`src/rtl/mem_arbiter.sv`:
```
// ============================================================================
// Module   : mem_arbiter
// Brief    : Single-port arbiter sharing the unified memory between the
//            instruction-fetch port and the load/store data port.
// Revision : 1.0 - initial release
// ============================================================================
`default_nettype none

module mem_arbiter #(
    parameter int MEM_BITS     = 20,
    parameter int DATA_SIZE    = 64,
    parameter int STARVE_LIMIT = 4
) (
    input  logic                 clk,
    input  logic                 rst_n,

    input  logic                 if_req,
    input  logic [MEM_BITS-1:0]  if_addr,
    output logic                 if_gnt,
    output logic                 if_rvalid,
    output logic [31:0]          if_rdata,

    input  logic                 d_req,
    input  logic                 d_we,
    input  logic [MEM_BITS-1:0]  d_addr,
    input  logic [2:0]           d_mode,
    input  logic [DATA_SIZE-1:0] d_wdata,
    output logic                 d_gnt,
    output logic                 d_rvalid,
    output logic [DATA_SIZE-1:0] d_rdata,

    output logic                 mem_we,
    output logic [MEM_BITS-1:0]  mem_addr,
    output logic [2:0]           mem_mode,
    output logic [DATA_SIZE-1:0] mem_wdata,
    input  logic [DATA_SIZE-1:0] mem_rdata
);

    localparam logic [3:0] C_STARVE_LIMIT = 4'(STARVE_LIMIT);
    localparam logic [2:0] C_MODE_WU      = 3'b110;

    logic [3:0] r_starve_cnt;
    logic       w_fetch_prio;

    // Data normally wins; fetch takes priority once it has been denied
    // STARVE_LIMIT consecutive cycles.
    always_comb begin
        w_fetch_prio = (r_starve_cnt == C_STARVE_LIMIT);
        d_gnt        = d_req & ~(if_req & w_fetch_prio);
        if_gnt       = if_req & ~d_gnt;
    end

    // Idle cycles drive all zeros so memory never sees a stray write.
    always_comb begin
        mem_we    = 1'b0;
        mem_addr  = '0;
        mem_mode  = 3'b000;
        mem_wdata = '0;
        if (d_gnt) begin
            mem_we    = d_we;
            mem_addr  = d_addr;
            mem_mode  = d_mode;
            mem_wdata = d_wdata;
        end else if (if_gnt) begin
            mem_addr  = if_addr;
            mem_mode  = C_MODE_WU;
        end
    end

    always_ff @(posedge clk or negedge rst_n) begin
        if (!rst_n) begin
            r_starve_cnt <= 4'd0;
            if_rvalid    <= 1'b0;
            if_rdata     <= 32'd0;
            d_rvalid     <= 1'b0;
            d_rdata      <= '0;
        end else begin
            if (if_req && !if_gnt) begin
                if (r_starve_cnt != C_STARVE_LIMIT) begin
                    r_starve_cnt <= r_starve_cnt + 4'd1;
                end
            end else begin
                r_starve_cnt <= 4'd0;
            end

            if_rvalid <= if_gnt;
            if (if_gnt) begin
                if_rdata <= mem_rdata[31:0];
            end

            d_rvalid <= d_gnt;
            if (d_gnt) begin
                d_rdata <= d_we ? '0 : mem_rdata;
            end
        end
    end

endmodule

`default_nettype wire

```
`config.mk`:
```
export PLATFORM = sky130hd
export DESIGN_NAME = mem_arbiter
export DESIGN_NICKNAME = d
export VERILOG_FILES = /design/src/rtl/mem_arbiter.sv
export SDC_FILE = /design/constraint.sdc
export NUM_CORES = 1
export LEC_CHECK = 0
export BUFFER_PORTS_ARGS = -buffer_cell sky130_fd_sc_hd__buf_2
export CAP_MARGIN = 40
export CORE_AREA = 2 2 141 143
export DETAILED_ROUTE_END_ITERATION = 7
export DIE_AREA = 0 0 143 145
export PLACE_DENSITY_LB_ADDON = 0.25
export SLEW_MARGIN = 20
export SYNTH_ARGS = -nofsm -noshare
export SYNTH_HDL_FRONTEND = slang
export SYNTH_SLANG_ARGS = --single-unit
```
`constraint.sdc`:
```
create_clock -name clk -period 3.1 [get_ports clk]
set_input_delay 0.465 -clock clk [delete_from_list [all_inputs] [get_ports clk]]
set_output_delay 0.465 -clock clk [all_outputs]
set_load 0.005 [all_outputs]
```
* After elaboration in Yosys (flattened, before gate mapping)
Index checks and enable logic that the tools add are counted.
Operators by class: add/sub/neg operators 1, reductions and logical operators 2, bitwise operators 5, eq/ne operators 3, muxes and demuxes 9
Operator list (count):
- two-way mux 64 bit | 2
- two-way mux 20 bit | 2
- two-way mux 4 bit | 2
- two-way mux 3 bit | 2
- adder 4 x 1 -> 4 bit (second input constant) | 1
- == test 4 x 3 -> 1 bit (second input constant) | 1
- inequality test 4 x 3 -> 1 bit (second input constant) | 1
- AND 1 bit | 3
- inequality test 2 x 1 -> 1 bit (second input constant) | 1
- NOT 1 bit | 2
- logical AND 1 bit | 1
- zero test 1 bit | 1
- two-way mux 1 bit | 1
Storage, ports and cells: output and inout port bits 188, register bits after elaboration 102, word-level logic and storage cells 25

* Logic depth before layout (Yosys ltp)
depth after elaboration 9, depth in mapped cells 7, mapped depth without buffers 5

* Worst setup path before layout
No wires, ideal clock.
kind flip-flop to output port, start register r_starve_cnt[0], end output port mem_addr[0], path buffers 2, arrival time 1.447 ns, required time 2.635 ns, path slack 1.188 ns, cell stages (with the launch flop) 8, cell sequence dfrtp_1 -> inv_1 -> ha_1 -> nand4b_4 -> and2_1 -> buf_6 -> clkbuf_1 -> o21ai_0
Between the ends: longest elaborated chain between the ends 8
RTL lines:
- from (decl) | RTL line 42 | logic [3:0] r_starve_cnt;
- from (signal assigned) | RTL line 80 | r_starve_cnt <= r_starve_cnt + 4'd1;
- == test 4 x 3 -> 1 bit (*) | RTL line 48 | w_fetch_prio = (r_starve_cnt == C_STARVE_LIMIT);
- AND 1 bit (*) | RTL line 49 | d_gnt = d_req & ~(if_req & w_fetch_prio);
- NOT 1 bit (*) | RTL line 49
- AND 1 bit (*) | RTL line 49
- NOT 1 bit | RTL line 50 | if_gnt = if_req & ~d_gnt;
- AND 1 bit | RTL line 50
- two-way mux 20 bit | RTL line 64 | end else if (if_gnt) begin
- two-way mux 20 bit (*) | RTL line 59 | if (d_gnt) begin
- to (decl) | RTL line 33 | output logic [MEM_BITS-1:0] mem_addr,
Every way passes the cells marked *; elsewhere a longest branch is shown, timed or not.

* Final worst setup path
start register r_starve_cnt[0], end output port mem_addr[19]
The elaborated chain is that of the path after synthesis.

==> run metrics <==
cell family with most CP delay simple AND/OR/NAND/NOR gates; Hold Path Class in2async; Unique masters post-synth 21; Die Footprint approximately 0.021 sq mm; CTS Hold Bufs 0; CTS Buffer Depth 2; area of the multi-input gates 0.00254 sq mm; Worst Clk Skew 0.00958 ns; CTS tree done; TritonCTS Sinks 102; max incr delay on CP 0.41 ns; PwrDens 455 mW/mm^2; Post-Syn Area 0.00533 sq mm; worst path cell trace inv_1 -> ha_1 -> nand4b_4 -> and2_4 -> o21ai_0 -> buf_2; Switching Fraction 0.267; WL final 18000 um; # DRC 0; fin crit period ~2.6 ns; final worst path period share 0.847; row cnt 51; PostCTS Resize Cnt 0; Seq/Total Area, Yosys 0.479; Crit Path Max Fanout 32; Fin. Hold Viols 0; Critical path buffers and inverters 2; Register Area 0.00255 sq mm; Initial Util 0.278; Setup Total Neg Slack 0 ns; placed cells 1044; Pleak 0.00437 uW; Fillers 1914; initial antenna violation count 0; final instance area 0.00770 sq mm; HPWL after DPL 14100 um; Die Wd 143 um; P_int 2570 uW; startpoint types flip-flop; port bufs 363; synthesized area per cell ~12 sq um; n_diodes 0; slew at the pin closest to its max-slew limit 0.622 ns; routed len/inst roughly 17 um; drt first-iter violations 152; first-pass GRT wire length 26900 um; CP Class reg2out; final setup vio count 0; largest net degree at the start of global routing 68; Peak VDD IR 208 uV; placed inst area 0.00739 sq mm; cell count after synthesis roughly 450; most common cell after layout, fill and taps aside buf_2; Post-CTS Setup Repair Bufs 0; die height 145 um; total track usage 0.170; #FFs+latches synth 102; yosys warns 0; RSZ-0062 raised after global routing no; vias in the first global route 4583; CP required about 2.6 ns; Syn Nets 625; Layout area overhead 44.5%; TritonCTS buffer count 9; IO Count between 300 and 400; Via density 4.38; core area 0.0192 sq mm; max cap viols 0; layout cells sized above 1 0.615; Gate power share 0.220; critical path arrival 2.16 ns; Pre-antenna DRT Iters 4; ANT nets after route 0; commonest non-fill, non-tap cells in the layout buf_2 (362), dfrtp_1 (102), and3_1 (70); Nets 968; vias 4647; H-tree lvl count 3; max frequency ~380 MHz; max_slew headroom 0.585; Flop pwr share 0.440; fin cells 1060; CP max-delay cell and2_4; Clk pwr share 0.340; clk root buf clkbuf_16; routability-driven placement congestion ratio ~0.84; worst skew pair latency between 0.3 and 0.4 ns; total congestion overflow 0; status finished clean; critical path endpoint category output pin; CTS clk-pin slew, worst paths 0.07 ns; Switch Pwr 934 uW; max-slew violations 0
==> power by group through the flow <==
stage | clock [uW] | combinational, uW | sequential, uW
floorplan | 0 | 348 | 1570
global placement | 0 | 779 | 1560
detailed placement | 0 | 784 | 1560
CTS | 1230 | 785 | 1540
global route | 1290 | 840 | 1560
finish | 1190 | 769 | 1540
==> synth_stat cells <==
| cell type | number | area share |
|---|---|---|
| a21o_1 | 2 | 0.0028 |
| and2_1 | 1 | 0.0012 |
| and3_1 | 70 | 0.082 |
| buf_1 | 1 | 0.00070 |
| buf_2 | 2 | 0.0019 |
| buf_4 | 4 | 0.0056 |
| buf_6 | 8 | 0.017 |
| clkbuf_1 | 27 | 0.019 |
| dfrtp_1 | 102 | 0.48 |
| ha_1 | 2 | 0.0047 |
| inv_1 | 3 | 0.0021 |
| mux2_2 | 33 | 0.070 |
| mux2_4 | 63 | 0.18 |
| nand2_1 | 20 | 0.014 |
| nand3_1 | 21 | 0.020 |
| nand4b_4 | 1 | 0.0045 |
| nor2b_1 | 64 | 0.075 |
| o21ai_0 | 20 | 0.019 |
| o21ai_2 | 1 | 0.0016 |
| xnor2_1 | 1 | 0.0016 |
| xor2_1 | 1 | 0.0016 |
==> final timing paths <==
kind / start / endpoint / slack (ns) / cells past startpoint
setup / recovery: r_starve_cnt[0] / mem_addr[19] / 0.47 / 6
hold / removal: rst_n / if_rdata[22] / 0.13 / 1
setup reg to reg: r_starve_cnt[0] / d_rdata[40] / 0.85 / 6
hold reg to reg: if_rdata[26] / if_rdata[26] / 0.50 / 1
max in group asynchronous: rst_n / d_rdata[49] / 2.23 / 2
min in group clk: mem_rdata[21] / if_rdata[21] / 0.35 / 2
==> worst reg2reg max path, delay by kind of cell (launching register included) <==
family / cells / cell delay, ns
AND/OR/NAND/NOR: 2 / 0.72
buffers and inverters: 2 / 0.45
multiplexers: 1 / 0.38
flip-flops: 1 / 0.37
adder cells (fa/ha/maj): 1 / 0.22
==> layout make-up <==
class / count / share of cell area
clock buffers: 10 / 0.0310
clock inverters: 6 / 0.00975
inverters: 3 / 0.00146
multi-input cells: 300 / 0.330
flip-flops and latches: 102 / 0.331
well taps: 265 / 0.0430
repair buffers: 374 / 0.253
==> metrics by stage <==
stage / total power, uW / utilization / hold slack [ns] / setup WS [ns]
final: 3500 / 0.401 / 0.126 / 0.474
after global routing: 3690 / 0.401 / 0.154 / 0.356
after CTS: 3560 / 0.401 / 0.137 / 0.452
after detailed placement: 2350 / 0.385 / 0.489 / 0.849
after global placement: 2340 / 0.385 / 0.485 / 0.856
after floorplan: 1920 / - / 0.169 / 1.19
==> per-layer routing <==
| layer | up-vias | share of wire | global-route usage |
|---|---|---|---|
| met5 | - | 0 | 0 |
| met4 | 0 | 0.045 | 0.0866 |
| met3 | 30 | 0.075 | 0.0488 |
| met2 | 206 | 0.50 | 0.285 |
| met1 | 2196 | 0.38 | 0.195 |
| li1 | 2215 | - | - |
==> registers in the layout (all words and copies together), names as in the netlist <==
| name | count |
|---|---|
| d_rvalid | 1 |
| d_rdata | 64 |
| if_rdata | 32 |
| if_rvalid | 1 |
| r_starve_cnt | 4 |
==> logic make-up after synthesis <==
| group | after synthesis | synth area share |
|---|---|---|
| and+or+nand+nor | 177 | 0.197 |
| DFF | 102 | 0.479 |
| muxes | 96 | 0.247 |
| buffers and inverters | 45 | 0.0462 |
| AOI/OAI and AO/OA | 23 | 0.0232 |
| xor gates and xnor gates | 2 | 0.00329 |
| adders and majority gates | 2 | 0.00469 |
(Power assumes the default switching activity.)
